`config.mk`:
```
export PLATFORM = sky130hd
export DESIGN_NAME = scan_event_decoder
export DESIGN_NICKNAME = d
export VERILOG_FILES = /design/src/rtl/scan_event_decoder.sv
export SDC_FILE = /design/constraint.sdc
export NUM_CORES = 1
export LEC_CHECK = 0
export BUFFER_PORTS_ARGS = -buffer_cell sky130_fd_sc_hd__buf_2
export CAP_MARGIN = 20
export CORE_UTILIZATION = 45
export CTS_CLUSTER_SIZE = 10
export DETAILED_ROUTE_END_ITERATION = 16
export SLEW_MARGIN = 0
export SYNTH_ARGS = -nofsm -noshare
export SYNTH_HDL_FRONTEND = slang
export SYNTH_SLANG_ARGS = --single-unit
```
`constraint.sdc`:
```
create_clock -name sysclk -period 5.43 [get_ports sysclk]
set_input_delay 0.2715 -clock sysclk [delete_from_list [all_inputs] [get_ports sysclk]]
set_output_delay 0.2715 -clock sysclk [all_outputs]
set_load 0.02 [all_outputs]
```
`src/rtl/scan_event_decoder.sv`:
```
// PS/2 set-2 prefix folder with event FIFO and ctrl/err strobes.
// Optional prefix timeout: define SCAN_PREFIX_TIMEOUT_EN.
module scan_event_decoder #(
  parameter int DEPTH          = 8,
  parameter int TIMEOUT_CYCLES = 2000
) (
  input  logic                     sysclk,
  input  logic                     rst_n,
  input  logic [7:0]               word,
  input  logic                     done,
  output logic [7:0]               evt_code,
  output logic                     evt_ext,
  output logic                     evt_rel,
  output logic                     evt_valid,
  input  logic                     evt_ready,
  output logic [$clog2(DEPTH):0]   evt_count,
  output logic [7:0]               ctrl_byte,
  output logic                     ctrl_valid,
  output logic                     err_pulse,
  output logic                     overflow,
  input  logic                     ovf_clr,
  output logic                     prefix_timeout
);

  localparam int AW = $clog2(DEPTH);
  localparam int CW = AW + 1;

  typedef enum logic [1:0] {
    IDLE = 2'd0,
    E0   = 2'd1,
    F0   = 2'd2,
    E0F0 = 2'd3
  } state_t;

  typedef struct packed {
    logic       rel;
    logic       ext;
    logic [7:0] code;
  } evt_t;

  state_t          state_q, state_d;
  logic            done_q;
  logic            accept;
  logic            is_e0, is_f0, is_ctrl, is_err;
  logic            emit;
  evt_t            evt_d;
  logic            tmo_d;

  logic [AW-1:0]   wr_q, wr_d;
  logic [AW-1:0]   rd_q, rd_d;
  logic [CW-1:0]   cnt_q, cnt_d;
  evt_t            mem_q [DEPTH];
  evt_t            head;
  logic            full, push, pop;

  logic            ovf_q, ovf_d;
  logic [7:0]      cbyte_q, cbyte_d;
  logic            cval_q, cval_d;
  logic            err_q, err_d;
  logic            tmo_q;

  assign accept  = done & ~done_q;
  assign is_e0   = (word == 8'hE0);
  assign is_f0   = (word == 8'hF0);
  assign is_err  = (word == 8'h00) || (word == 8'hFF);
  assign is_ctrl = (word == 8'hAA) || (word == 8'hFA) ||
                   (word == 8'hEE) || (word == 8'hFC) ||
                   (word == 8'hFE);

`ifdef SCAN_PREFIX_TIMEOUT_EN
  localparam int TW = $clog2(TIMEOUT_CYCLES + 1);
  logic [TW-1:0] tcnt_q, tcnt_d;
  logic          expire;

  // Prefix age: restarts on every byte, runs only while a prefix waits.
  always_comb begin
    tcnt_d = '0;
    if (!accept && state_q != IDLE) tcnt_d = tcnt_q + 1'b1;
  end

  assign expire = !accept && state_q != IDLE &&
                  tcnt_q == TW'(TIMEOUT_CYCLES - 1);

  // Timeout counter register.
  always_ff @(posedge sysclk or negedge rst_n) begin
    if (!rst_n) tcnt_q <= '0;
    else        tcnt_q <= tcnt_d;
  end
`else
  logic expire;
  assign expire = 1'b0;
`endif

  // Next state and event build for the accepted byte.
  always_comb begin
    state_d = state_q;
    emit    = 1'b0;
    evt_d   = '{rel: 1'b0, ext: 1'b0, code: word};
    tmo_d   = 1'b0;
    if (accept) begin
      unique case (1'b1)
        is_ctrl || is_err: state_d = IDLE;
        is_e0: begin
          unique case (state_q)
            IDLE:    state_d = E0;
            E0:      state_d = E0;
            F0:      state_d = E0F0;
            default: state_d = E0F0;
          endcase
        end
        is_f0: begin
          unique case (state_q)
            IDLE:    state_d = F0;
            E0:      state_d = E0F0;
            F0:      state_d = F0;
            default: state_d = E0F0;
          endcase
        end
        default: begin
          emit      = 1'b1;
          evt_d.ext = (state_q == E0) || (state_q == E0F0);
          evt_d.rel = (state_q == F0) || (state_q == E0F0);
          state_d   = IDLE;
        end
      endcase
    end else if (expire) begin
      state_d = IDLE;
      tmo_d   = 1'b1;
    end
  end

  // FIFO pointer/count update; full+pop lets the write through.
  always_comb begin
    full   = (cnt_q == CW'(DEPTH));
    pop    = evt_valid && evt_ready;
    push   = emit && (!full || pop);
    wr_d   = push ? wr_q + 1'b1 : wr_q;
    rd_d   = pop  ? rd_q + 1'b1 : rd_q;
    cnt_d  = cnt_q;
    if (push && !pop) cnt_d = cnt_q + 1'b1;
    if (pop && !push) cnt_d = cnt_q - 1'b1;
    ovf_d  = ovf_q;
    if (emit && full && !pop) ovf_d = 1'b1;
    if (ovf_clr)              ovf_d = 1'b0;
    cbyte_d = (accept && is_ctrl) ? word : cbyte_q;
    cval_d  = accept && is_ctrl;
    err_d   = accept && is_err;
  end

  // Control registers.
  always_ff @(posedge sysclk or negedge rst_n) begin
    if (!rst_n) begin
      state_q <= IDLE;
      done_q  <= 1'b0;
      wr_q    <= '0;
      rd_q    <= '0;
      cnt_q   <= '0;
      ovf_q   <= 1'b0;
      cbyte_q <= '0;
      cval_q  <= 1'b0;
      err_q   <= 1'b0;
      tmo_q   <= 1'b0;
    end else begin
      state_q <= state_d;
      done_q  <= done;
      wr_q    <= wr_d;
      rd_q    <= rd_d;
      cnt_q   <= cnt_d;
      ovf_q   <= ovf_d;
      cbyte_q <= cbyte_d;
      cval_q  <= cval_d;
      err_q   <= err_d;
      tmo_q   <= tmo_d;
    end
  end

  // Event storage; contents are don't-care until written.
  always_ff @(posedge sysclk) begin
    if (push) mem_q[wr_q] <= evt_d;
  end

  assign head           = mem_q[rd_q];
  assign evt_valid      = (cnt_q != '0);
  assign evt_code       = evt_valid ? head.code : 8'h00;
  assign evt_ext        = evt_valid & head.ext;
  assign evt_rel        = evt_valid & head.rel;
  assign evt_count      = cnt_q;
  assign ctrl_byte      = cbyte_q;
  assign ctrl_valid     = cval_q;
  assign err_pulse      = err_q;
  assign overflow       = ovf_q;
  assign prefix_timeout = tmo_q;

endmodule

```
==> flow_summary.json <==
{
  "area_delta_synth_final_pct": 12.2,
  "synth-simple-area-share_pct": 7.33,
  "overflow": 0,
  "cpPeakStageDelay_ns": 0.84,
  "ys.flop_type": "edfxtp_1",
  "fin_ws_ns": 2.74,
  "period_needed_ns": 2.69,
  "cp_slowest_cell": "nor2_1",
  "io_pins": 40,
  "yosysMostFrequentCell": "edfxtp_1",
  "vias": 2172,
  "yosys_warnings": 0,
  "io_buffers": 38,
  "via_per_inst": 5.50,
  "cts.path.max_buffers": 2,
  "syn-mean-instance-area_sq_um": 17.8,
  "initial_utilization_pct": 47.3,
  "htreeDepth": 3,
  "cts_inserted_buffers": 9,
  "synth_area_leaders": "edfxtp_1 (57%), dfrtp_1 (14%), mux4_2 (11%)",
  "setup_tns_ns": 0,
  "path_max_fanout": 13,
  "hold_class": "in -> reg",
  "firstDrtPassIters": 4,
  "timing.hold.ws_ns": 0.0406,
  "p_switching_uw": 720,
  "pwr-share-seq_pct": 50.0,
  "fin_util_pct": 53.0,
  "peakVddDrop_mv": 0.188,
  "wire_per_inst_um": 19.3,
  "max-slew-margin-rel_pct": 28.7,
  "dieArea_sq_um": 9730,
  "seq_area_frac_synth_pct": 71.5,
  "postSynthNetCount": 252,
  "crit_chain": "nand2b_1 -> a41o_1 -> nor4_2 -> buf_4 -> nand3b_1 -> nor2_1",
  "antenna_found_initial": 0,
  "synth_top_area_share_pct": 57.2,
  "synth_mux_area_share_pct": 15.7,
  "cp_data_arrival_time_ns": 2.67,
  "cts_sinks": 104,
  "dp.cells": 378,
  "p_total_mw": 2.22,
  "startpoint_type": "flop",
  "clkSlewWorstSetupHoldPaths_ns": 0.08,
  "synth_area_sq_um": 4200,
  "fin_crit_sh_pct": 49.6,
  "rows": 34,
  "grt_pass1_wl_um": 11900,
  "drive_above_1_share_pct": 30.7,
  "ys_seq_elements": 104,
  "yosys.cell_types.count": 38,
  "cts_tree": "done",
  "p_int_mw": 1.50,
  "power_density_nw_per_um2": 471,
  "final_cell_area_sq_um": 4710,
  "synth_edf_count": 80,
  "p_leak_nw": 1.76,
  "wirelength_um": 7610,
  "post-route-drc-count": 0,
  "antenna_cells": 0,
  "dpl.hpwl_um": 4800,
  "fp.dieW_um": 98.6,
  "rsz0062_at_grt": "no",
  "status": "finished, final reports clean",
  "synth_compound_area_share_pct": 1.85,
  "synth_top_family_by_area": "multiplexers",
  "fin_nets": 298,
  "cts_root_buf": "clkbuf_8",
  "pwr-share-comb_pct": 29.7,
  "post-place-ws_ns": 2.60,
  "worstPathRequired_ns": 5.41,
  "sw_frac_of_total_pct": 32.4,
  "fp.dieH_um": 98.6,
  "clk-insertion-delay-late_ns": 0.36,
  "grt_pass1_vias": 2261,
  "synthArstFlopShare_pct": 23.1,
  "gp_congestion": 0.691,
  "slew_viol_final": 0,
  "hold_viol_final": 0,
  "fin_skew_ns": 0.00864,
  "setup.worst_path.end_class": "flop",
  "grt_max_degree": 25,
  "ant_nets": 0,
  "place_area_sq_um": 4530,
  "finalSetupViolations": 0,
  "finalNonFillerCells": 395,
  "cp.buffers_inverters": 1,
  "worst_pin_slew_ns": 1.07,
  "core_area_sq_um": 8890,
  "synth_xor_area_share_pct": 1.46,
  "grtUsageTotal_pct": 16.9,
  "synthTopCellsByCount": "edfxtp_1 (80), dfrtp_1 (24), nor2_1 (24)",
  "cts.repair.resized": 0,
  "max_freq_mhz": 372,
  "netlist_instances": 236,
  "critPathKind": "reg -> reg",
  "initialDrtViolationCount": 121,
  "cp_top_family": "simple AND/OR/NAND/NOR gates",
  "synth.largest_area_cell": "edfxtp_1",
  "p_clk_share_pct": 20.3,
  "drv_cap": 0,
  "yosys.area_share.adder_pct": 0.893
}
==> path summary, 6_finish.rpt <==
kind                            slack [ns]    startpoint  depth (start not counted)            to
min in group asynchronous             0.42         rst_n                          2       wr_q[2]
worst max register to register        2.74        done_q                          6   mem_q[6][7]
max in group asynchronous             4.62         rst_n                          2       rd_q[0]
worst min-delay path                  0.04          done                          1        done_q
worst max-delay path                  2.74        done_q                          6   mem_q[6][7]
worst min register to register        0.48  ctrl_byte[5]                          1  ctrl_byte[5]
==> layout by cell type (no fill, tap or decap), drive strengths merged <==
| master | Yosys | routed |
|---|---|---|
| a21o | 1 | 1 |
| nor2 | 25 | 25 |
| o211a | 1 | 1 |
| edfxtp | 80 | 80 |
| o211ai | 1 | 1 |
| nand3 | 6 | 6 |
| nand2 | 7 | 7 |
| or2 | 3 | 3 |
| mux4 | 20 | 20 |
| nand3b | 1 | 1 |
| mux2i | 11 | 11 |
| a41o | 1 | 1 |
| nor2b | 1 | 1 |
| xnor2 | 6 | 6 |
| a311oi | 1 | 1 |
| conb | 1 | 1 |
| nand4bb | 1 | 1 |
| mux2 | 8 | 8 |
| nor3 | 4 | 4 |
| ha | 3 | 3 |
| xor2 | 1 | 1 |
| buf | 5 | 42 |
| nand4 | 1 | 1 |
| clkinv | 0 | 1 |
| dlygate4sd3 | 0 | 1 |
| or4b | 1 | 1 |
| nand2b | 3 | 3 |
| and3 | 1 | 1 |
| a21oi | 1 | 1 |
| clkbuf | 3 | 14 |
| and2 | 3 | 3 |
| dfrtp | 24 | 24 |
| o21a | 3 | 3 |
| nor4 | 4 | 4 |
| inv | 4 | 4 |
| bufinv | 0 | 1 |
==> sequential cells by signal (all words and copies together), names as in the netlist <==
name	cells
mem_q	80
wr_q	3
overflow	1
state_q	2
rd_q	3
err_pulse	1
ctrl_valid	1
done_q	1
evt_count	4
ctrl_byte	8
==> layout make-up <==
cell class,count,area [sq um]
clock buffer,14,143
clock inverter,2,33.8
timing repair buffer,43,230
inverter,4,15.0
sequential,104,3000
tap,108,135
multi-input combinational,120,1150
fill,735,4180
==> worst reg2reg max path, stage by stage, from the launching register on <==
cell and delay [ns]:
dfrtp_1 0.36, nand2b_1 0.21, a41o_1 0.28, nor4_2 0.24
buf_4 0.23, nand3b_1 0.15, nor2_1 0.84
==> kinds of logic after synthesis <==
| logic type | Yosys count |
|---|---|
| xor gates and xnor gates | 7 |
| and+or+nand+nor | 61 |
| DFF | 104 |
| adders and majority gates | 3 |
| buffers and inverters | 12 |
| muxes | 39 |
| other | 1 |
| AOI/OAI and AO/OA | 9 |
==> power by group through the flow <==
| stage | clock network [mW] | registers (mW) | logic (mW) |
|---|---|---|---|
| after global placement | 0 | 1.14 | 0.664 |
| after global routing | 0.488 | 1.14 | 0.721 |
| final | 0.452 | 1.11 | 0.660 |
| after detailed placement | 0 | 1.14 | 0.672 |
| after CTS | 0.463 | 1.12 | 0.674 |
| after floorplan | 0 | 1.04 | 0.544 |
==> what timing repair did <==
item                      4_1_cts  5_1_grt
buffers inserted                0        0
hold buffers                    1        0
hold endpoints to repair       24        0
==> layer usage <==
layer | up-vias | global-route usage [%] | wire, um
li1 | 1006 | - | -
met1 | 1104 | 22.0 | 3390
met2 | 49 | 28.2 | 3790
met3 | 13 | 3.55 | 279
met4 | 0 | 6.77 | 148
met5 | - | 0 | 0
No activity file was read; power rests on OpenSTA's default activity.
